**config.mk**
```make
export PLATFORM = sky130hd
export DESIGN_NAME = param_rb_fifo
export DESIGN_NICKNAME = d
export VERILOG_FILES = /design/src/rtl/param_rb_fifo.sv
export SDC_FILE = /design/constraint.sdc
export NUM_CORES = 1
export LEC_CHECK = 0
export CORE_MARGIN = 2
export CORE_UTILIZATION = 40
export CTS_CLUSTER_SIZE = 14
export DETAILED_ROUTE_END_ITERATION = 8
export SYNTH_ARGS = -nofsm -noshare
export SYNTH_HDL_FRONTEND = slang
export SYNTH_SLANG_ARGS = --single-unit
export TNS_END_PERCENT = 1
```
**constraint.sdc**
```tcl
create_clock -name clock -period 2.9 [get_ports clock]
set_input_delay 0.58 -clock clock [delete_from_list [all_inputs] [get_ports clock]]
set_output_delay 0.58 -clock clock [all_outputs]
set_load 0.1 [all_outputs]
```
**src/rtl/param_rb_fifo.sv**
```systemverilog
// param_rb_fifo: ring-buffer FIFO with show-ahead output, registered occupancy flags
// and sticky overflow/underflow flags.
module param_rb_fifo #(
    parameter int MSBD      = 7,
    parameter int MSBA      = 3,
    parameter int AFULL_TH  = 12,
    parameter int AEMPTY_TH = 2
) (
    input  logic          clock,
    input  logic          reset_n,
    input  logic [MSBD:0] dataIn,
    input  logic          push,
    input  logic          pop,
    input  logic          clrErr,
    output logic [MSBD:0] dataOut,
    output logic          full,
    output logic          empty,
    output logic          almostFull,
    output logic          almostEmpty,
    output logic [MSBA+1:0] count,
    output logic          overflow,
    output logic          underflow
);
    localparam int DEPTH = 1 << (MSBA + 1);
    localparam logic [MSBA+1:0] L_DEPTH = (MSBA + 2)'(DEPTH);
    localparam logic [MSBA+1:0] L_AF    = (MSBA + 2)'(AFULL_TH);
    localparam logic [MSBA+1:0] L_AE    = (MSBA + 2)'(AEMPTY_TH);
    localparam logic [MSBA+1:0] L_ONE   = (MSBA + 2)'(1);
    localparam logic [MSBA:0]   P_ONE   = (MSBA + 1)'(1);

    if (AFULL_TH < 0 || AFULL_TH > DEPTH || AEMPTY_TH < 0 || AEMPTY_TH > DEPTH) begin : g_bad_threshold
        $error("param_rb_fifo: threshold parameter outside 0..depth");
    end

    logic [MSBD:0]   r_mem [DEPTH];
    logic [MSBA:0]   r_head, r_tail;
    logic [MSBA+1:0] r_count;
    logic            r_full, r_empty, r_almost_full, r_almost_empty, r_overflow, r_underflow;
    logic            w_wr, w_rd;
    logic [MSBA+1:0] w_count_nxt;

    // A pop on empty is ignored, so push+pop on empty degenerates to a push; when full the pop frees the slot.
    assign w_rd        = pop && !r_empty;
    assign w_wr        = push && (!r_full || pop);
    assign w_count_nxt = (w_wr && !w_rd) ? r_count + L_ONE :
                         (w_rd && !w_wr) ? r_count - L_ONE : r_count;

    always_ff @(posedge clock or negedge reset_n) begin
        if (!reset_n) begin
            r_head         <= '0;
            r_tail         <= '0;
            r_count        <= '0;
            r_full         <= 1'b0;
            r_empty        <= 1'b1;
            r_almost_full  <= (AFULL_TH == 0);
            r_almost_empty <= 1'b1;
            r_overflow     <= 1'b0;
            r_underflow    <= 1'b0;
        end else begin
            if (w_wr) r_head <= r_head + P_ONE;
            if (w_rd) r_tail <= r_tail + P_ONE;
            r_count        <= w_count_nxt;
            r_full         <= w_count_nxt == L_DEPTH;
            r_empty        <= w_count_nxt == '0;
            r_almost_full  <= w_count_nxt >= L_AF;
            r_almost_empty <= w_count_nxt <= L_AE;
            r_overflow     <= (push && !pop && r_full) || (r_overflow && !clrErr);
            r_underflow    <= (pop && !push && r_empty) || (r_underflow && !clrErr);
        end
    end

    always_ff @(posedge clock) begin
        if (w_wr) r_mem[r_head] <= dataIn;
    end

    assign dataOut     = r_mem[r_tail];
    assign full        = r_full;
    assign empty       = r_empty;
    assign almostFull  = r_almost_full;
    assign almostEmpty = r_almost_empty;
    assign count       = r_count;
    assign overflow    = r_overflow;
    assign underflow   = r_underflow;
endmodule

```
==> out/qor.txt, run 1 <==
ROUTE
----------------------------------------------------------------------------------------
Number of routed nets with antenna violations                                          0
Drt initial violations                                                               260
Routed via count divided by cell count                                              5.32
Detailed-route wire length per cell                                              21.5 µm
Total detailed-routing wirelength                                                12.1 mm
Count of vias placed by the detailed router                                        2,993
First-pass iteration count of the detailed router                                      4
Remaining design rule violation count                                                  0

POWER
----------------------------------------------------------------------------------------
IR Drop Worst-Case VDD                                                          0.808 mV
Reported leakage power                                                        0.00254 µW
Power per cell area                                                          1170 nW/µm²

PLACE
----------------------------------------------------------------------------------------
Total half-perimeter wirelength after legalization and detailed placement        7.54 mm
Total placed instance area                                                      6730 µm²
RD Place Congestion                                                                0.754
# port buffers                                                                        31

TIMING
----------------------------------------------------------------------------------------
Pin slew with the least headroom to its limit                                   0.838 ns
Hold Violations, Final                                                                 0
Pins Over Slew Limit                                                                   0
Unrepaired setup endpoints after global routing                                     true
Minimum period implied by the final worst setup slack                            2.92 ns
Timing-limited maximum frequency                                                 343 MHz
Period Utilization, post-route                                                      1.01
Finish-stage setup viols                                                               4
Relative slew margins                                                              0.440
Setup skew after layout                                                        0.0111 ns
Post-layout worst setup margin                                                -0.0168 ns

LAYOUT
----------------------------------------------------------------------------------------
Layout cell share with drive strength beyond 1                                     0.340
Number of nets in the final layout                                                   386
Post-route design area                                                          7330 µm²
Util after Layout                                                                  0.504
Inserted Diodes                                                                        0
Synthesis-to-finish area growth                                                    23.6%

OUTCOME
----------------------------------------------------------------------------------------
Violations in the final reports                                             negative setup slack
Status                                                                      finished with violations

LOGIC SYNTHESIS
----------------------------------------------------------------------------------------
Area fraction in compound gates after synthesis                                   0.0143
Synthesized-area fraction occupied by adder cells                                 0.0148
Area of the mapped netlist                                                      5930 µm²
Avg Cell Area, Syn                                                              20.0 µm²
Post-synth EDFFs                                                                     128
Most used standard cells in the synthesized netlist                         128 x edfxtp_1, 40 x mux4_2, 17 x dfrtp_1
Top FF cell, synth                                                              edfxtp_1
Syn Inst Count                                                                       296
Post-synthesis async set-or-reset flop share                                       0.129
Synthesized-area fraction occupied by and/or/nand/nor cells                       0.0504
Most frequent cell after synthesis                                              edfxtp_1
Area share of the leading cell type in the synthesized netlist                     0.648
Dominant cell type by area after synthesis                                      edfxtp_1
Top post-synthesis cells by area                                            edfxtp_1 65%, mux4_2 15%, dfrtp_1 7.2%
Unique cell type count in the Yosys netlist                                           41
Parity-gate share of the synthesized area counting xor and xnor cells             0.0160
Warning count from the yosys run                                                       0
Multiplexer fraction of the synthesized cell area                                  0.157
Combinational family with the most area after synthesis                     multiplexers
Post-synthesis net count                                                             316
Part of the Yosys area used for sequential elements                                0.729
Seq cells post-synth                                                                 147

GLOBAL ROUTE
----------------------------------------------------------------------------------------
M2 GR Usage                                                                        0.256
Number of antenna violations at the first check in global routing                      0
GRT met1 Usage                                                                     0.218
First-pass GRT wire length                                                       18.5 mm
Global routing's busiest layer                                                      met2
Total grt overflow                                                                     0
GR Util met3                                                                      0.0455
Number of global-route vias before repair                                          3,155
Largest net degree at the start of global routing                                     36
Total global-route track usage                                                     0.162

DIE
----------------------------------------------------------------------------------------
Chip height                                                                       126 µm
Starting density of the core                                                       0.408
Placeable core region                                                         14,500 µm²
DIE AREA                                                                      15,800 µm²
Row count                                                                             44
Die outline width                                                                 126 µm
I/O pin cnt                                                                           32

WORST HOLD PATH
----------------------------------------------------------------------------------------
Destination of the worst hold path                                              overflow
Launch point of the worst hold path                                             overflow
Class of the worst hold path                                                flip-flop to flip-flop
Hold Crit Depth                                                                        2

CRITICAL PATH
----------------------------------------------------------------------------------------
Endpoint of the worst-slack reg-to-reg timing path                          r_mem[15][2]
Worst reg2reg path depth                                                               6
Critical path class                                                         flip-flop to output port
Startpoint kind of the worst setup timing path                                 flip-flop
Worst EP arrival                                                                 2.34 ns
Req. time, crit path                                                             2.32 ns
Startpoint of the lowest-slack register-to-register path                            full
Worst-path maximum fanout                                                              5
Reg2Reg Setup Slack                                                              0.85 ns
Nature of the critical path endpoint                                         output port

CLOCK NETWORK
----------------------------------------------------------------------------------------
Hold-fix buffer count after cts                                                        0
TritonCTS clock tree                                                                 yes
TritonCTS Buffers                                                                     17
Number of buffers on the longest clock path                                            2
Count of H-tree levels built during CTS                                                4
CTS root buffer                                                                clkbuf_16
CTS clk-pin slew, worst paths                                                    0.06 ns
Clock latency on the worst-skew pair                                             0.42 ns
Clock tree sinks                                                                     147

FLOW RUN
----------------------------------------------------------------------------------------
Count of maximum capacitance violations                                                0

==> cells by family after synthesis <==
group	count (synthesis)
DFF	147
AOI/OAI and AO/OA	11
and+or+nand+nor	51
buffers and inverters	27
adders and majority gates	7
xor gates and xnor gates	10
muxes	43
==> layout by cell type, fill, tap and decap left out, drive strengths merged, types with 5 or more instances in the layout <==
cell	netlist	layout
xnor2	9	9
nor2	6	6
clkinv	0	9
inv	12	12
edfxtp	128	128
clkdlybuf4s50	0	12
mux4	40	40
buf	8	52
dfrtp	17	17
nor3	5	5
clkbuf	7	25
ha	7	7
nand2	9	9
==> worst max path at each step <==
| stage | from | end | slack (ns) | cells past startpoint |
|---|---|---|---|---|
| floorplan | r_tail[0] | dataOut[0] | 0.24 | 4 |
| global placement | pop | r_mem[15][5] | 0.24 | 7 |
| detailed placement | pop | r_mem[15][1] | 0.22 | 7 |
| CTS | r_tail[0] | dataOut[2] | -0.04 | 4 |
| global route | r_tail[0] | dataOut[2] | -0.07 | 5 |
| finish | r_tail[0] | dataOut[1] | -0.02 | 5 |
==> power breakdown <==
group | switching, µW | internal [µW] | total [µW] | leakage, µW
Sequential | 261 | 2610 | 2870 | 0.00138
Clock | 753 | 1070 | 1820 | 0.000242
Combinational | 2300 | 1600 | 3910 | 0.000912
==> metrics by stage <==
stage	power [µW]	instances	setup TNS (ns)	hold slack (ns)	setup slack (ns)
after floorplan	5470	296	0	0.284	0.235
after global placement	6630	525	0	0.513	0.243
after detailed placement	6660	525	0	0.540	0.221
after CTS	8490	557	-0.103	0.552	-0.0376
after global routing	8950	563	-0.461	0.590	-0.0731
final	8590	563	-0.0343	0.543	-0.0168
==> layout make-up <==
class / instances / area [µm²]
fillers: 1196 / 7200
flip-flops and latches: 147 / 4320
multi-input cells: 122 / 1520
repair buffers: 66 / 722
clock buffers: 23 / 448
well taps: 184 / 230
inverters: 12 / 45.0
clock inverters: 9 / 40.0
==> layer usage <==
layer / up-vias / routed length, µm / share of wire
li1: 1332 / - / -
met1: 1566 / 5290 / 0.44
met2: 81 / 6010 / 0.50
met3: 14 / 542 / 0.045
met4: 0 / 246 / 0.020
met5: - / 0 / 0
==> registers in the layout, summed over array words and instances (netlist names) <==
signal and flops:
almostEmpty 1, almostFull 1, count 5, empty 1, full 1, overflow 1, r_head 4, r_mem 128
r_tail 4, underflow 1
==> repair_timing <==
| action | CTS | global route |
|---|---|---|
| setup endpoints to repair | 6 | 8 |
| gates cloned | 0 | 3 |
| gates resized for setup | 1 | 4 |
| buffers inserted | 0 | 3 |
==> worst max-delay path, cell delays in order, from the launching register on <==
cell and delay (ns):
dfrtp_2 0.40, buf_12 0.14, clkbuf_16 0.16, mux4_2 0.50, mux4_2 0.52, buf_12 0.19
No activity file was read; power rests on OpenSTA's default activity.
==> run 2, diff against run 1 <==
--- a/config.mk
+++ b/config.mk
@@ -6,9 +6,10 @@
 export NUM_CORES = 1
 export LEC_CHECK = 0
 export CORE_MARGIN = 2
-export CORE_UTILIZATION = 40
+export CORE_UTILIZATION = 59
 export CTS_CLUSTER_SIZE = 14
 export DETAILED_ROUTE_END_ITERATION = 8
+export PLACE_DENSITY = 0.79
 export SYNTH_ARGS = -nofsm -noshare
 export SYNTH_HDL_FRONTEND = slang
 export SYNTH_SLANG_ARGS = --single-unit
==> out/qor.txt, run 2 (synthesis gave the netlist of run 1 again) <==
LAYOUT
----------------------------------------------------------------------------------------
Filler Cells Inserted                                                                534
Number of flip-flops in the largest register                                         128
Largest register by flop count                                                     r_mem
Util after Layout                                                                  0.751
Top library cells by usage in the layout, fill and taps aside               128 x edfxtp_1, 40 x mux4_2, 33 x buf_4
Layout cell share with drive strength beyond 1                                     0.337
Most frequent standard cell in the layout excluding fill and tap cells          edfxtp_1
Synthesis-to-finish area growth                                                    23.8%
Number of nets in the final layout                                                   381
Inserted Diodes                                                                        0

CLOCK NETWORK
----------------------------------------------------------------------------------------
Count of H-tree levels built during CTS                                                4
CTS clk-pin slew, worst paths                                                    0.06 ns
Clock latency on the worst-skew pair                                             0.53 ns
Number of buffers on the longest clock path                                            2
Clock tree sinks                                                                     147
TritonCTS Buffers                                                                     17
CTS root buffer                                                                 clkbuf_8
TritonCTS clock tree                                                                 yes

ROUTE
----------------------------------------------------------------------------------------
Drt initial violations                                                               316
Remaining design rule violation count                                                  0
First-pass iteration count of the detailed router                                      4
Detailed-route wire length per cell                                              25.6 µm
Total detailed-routing wirelength                                                13.0 mm
Count of vias placed by the detailed router                                        3,131
Number of routed nets with antenna violations                                          0
Routed via count divided by cell count                                              6.18

PLACE
----------------------------------------------------------------------------------------
# port buffers                                                                        31
Total half-perimeter wirelength after legalization and detailed placement        7.44 mm
RD Place Congestion                                                                0.780

POWER
----------------------------------------------------------------------------------------
Reported leakage power                                                        0.00254 µW
Power per cell area                                                          1220 nW/µm²
IR Drop Worst-Case VDD                                                          0.994 mV
Total power                                                                      8970 µW

OUTCOME
----------------------------------------------------------------------------------------
Status                                                                      finished with violations
Violations in the final reports                                             negative setup slack

CRITICAL PATH
----------------------------------------------------------------------------------------
Worst setup path startpoint                                                    r_tail[0]
Worst-path maximum fanout                                                              5
Worst EP arrival                                                                 2.51 ns
Startpoint kind of the worst setup timing path                                 flip-flop
Critical path class                                                         flip-flop to output port
Startpoint of the lowest-slack register-to-register path                            full
Req. time, crit path                                                             2.32 ns
Nature of the critical path endpoint                                         output port

GLOBAL ROUTE
----------------------------------------------------------------------------------------
Largest net degree at the start of global routing                                     36
Number of antenna violations at the first check in global routing                      0
First-pass GRT wire length                                                       19.7 mm
Number of global-route vias before repair                                          3,157
Total grt overflow                                                                     0
Total global-route track usage                                                     0.256

TIMING
----------------------------------------------------------------------------------------
Pins Over Slew Limit                                                                   0
Unrepaired setup endpoints after global routing                                     true
Pin slew with the least headroom to its limit                                   0.836 ns
Total negative slack                                                            -1.33 ns
Minimum period implied by the final worst setup slack                            3.09 ns
Timing-limited maximum frequency                                                 324 MHz
Post-layout worst setup margin                                                 -0.187 ns
Relative slew margins                                                              0.441
Setup skew after layout                                                       0.00623 ns
Period Utilization, post-route                                                      1.06
Hold Violations, Final                                                                 0
Finish-stage setup viols                                                               8

WORST HOLD PATH
----------------------------------------------------------------------------------------
Launch point of the worst hold path                                            underflow
Class of the worst hold path                                                flip-flop to flip-flop

DIE
----------------------------------------------------------------------------------------
Row count                                                                             36
Starting density of the core                                                       0.607
I/O pin cnt                                                                           32
DIE AREA                                                                      10,900 µm²
Placeable core region                                                           9770 µm²
Die outline width                                                                 104 µm
Chip height                                                                       104 µm

FLOW RUN
----------------------------------------------------------------------------------------
Count of maximum capacitance violations                                                0

[run 2: changes by cell type in the layout (fill, tap and decap cells not counted)]
cell	previous run	this run
buf_12	12	11
buf_16	0	3
buf_4	38	33
buf_6	1	0
buf_8	1	0
bufinv_16	0	3
clkbuf_1	6	4
clkbuf_16	19	18
clkbuf_8	0	1
clkinv_2	5	0
clkinv_4	0	1
clkinvlp_4	0	3
[run 2: metal layers]
layer / global-route usage / part of all wire / up-vias
met5: 0 / 0 / -
met4: 0.0743 / 0.020 / 0
met3: 0.0733 / 0.059 / 20
met2: 0.415 / 0.53 / 129
met1: 0.344 / 0.39 / 1660
li1: - / - / 1322
[run 2: final timing paths]
| check | endpoint | slack [ns] | cells after the start |
|---|---|---|---|
| worst max-delay path | dataOut[6] | -0.19 | 5 |
| worst min-delay path | underflow | 0.53 | 2 |
| worst max register to register | r_mem[9][7] | 0.95 | 4 |
| worst min register to register | underflow | 0.53 | 2 |
| max in group asynchronous | r_tail[0] | 1.79 | 1 |
| min in group asynchronous | overflow | 0.54 | 1 |
[run 2: cell type report]
class / instances / area (µm²) / area share
clock buffers: 21 / 429 / 0.0584
clock inverters: 11 / 136 / 0.0186
inverters: 12 / 45.0 / 0.00613
multi-input cells: 122 / 1520 / 0.207
flip-flops and latches: 147 / 4320 / 0.589
well taps: 133 / 166 / 0.0227
repair buffers: 61 / 721 / 0.0981
[run 2: report_power, final]
group	leakage, µW	switching (µW)	internal [µW]	total, µW
registers	0.00138	276	2610	2880
logic	0.000900	2340	1650	3990
clock network	0.000262	804	1300	2100
[run 2: worst max-delay path, cell delays in order (launching register included)]
cell     delay, ns
dfrtp_2       0.44
buf_12        0.16
buf_16        0.14
mux4_2        0.51
mux4_2        0.54
buf_12        0.19
[run 2: metrics by stage]
step | hold slack [ns] | area, µm² | cells | setup slack, ns
4_1_cts | 0.532 | 7290 | 505 | -0.200
3_3_place_gp | 0.518 | 6610 | 467 | 0.373
5_1_grt | 0.599 | 7340 | 507 | -0.242
2_1_floorplan | 0.284 | 5930 | 296 | 0.235
3_5_place_dp | 0.523 | 6610 | 467 | 0.346
6_report | 0.533 | 7340 | 507 | -0.187
[run 2: what timing repair did]
action,in CTS,in global routing
cloned,3,2
buffers inserted,3,0
gates resized for setup,3,0
setup endpoints to repair,8,8
hold buffers,0,0
==> run 3, diff against run 2 <==
--- a/config.mk
+++ b/config.mk
@@ -10,6 +10,7 @@
 export CTS_CLUSTER_SIZE = 14
 export DETAILED_ROUTE_END_ITERATION = 8
 export PLACE_DENSITY = 0.79
+export SLEW_MARGIN = 20
 export SYNTH_ARGS = -nofsm -noshare
 export SYNTH_HDL_FRONTEND = slang
 export SYNTH_SLANG_ARGS = --single-unit
==> results of run 3 <==
No change in the layout: final DEF, timing and power equal those of run 2.
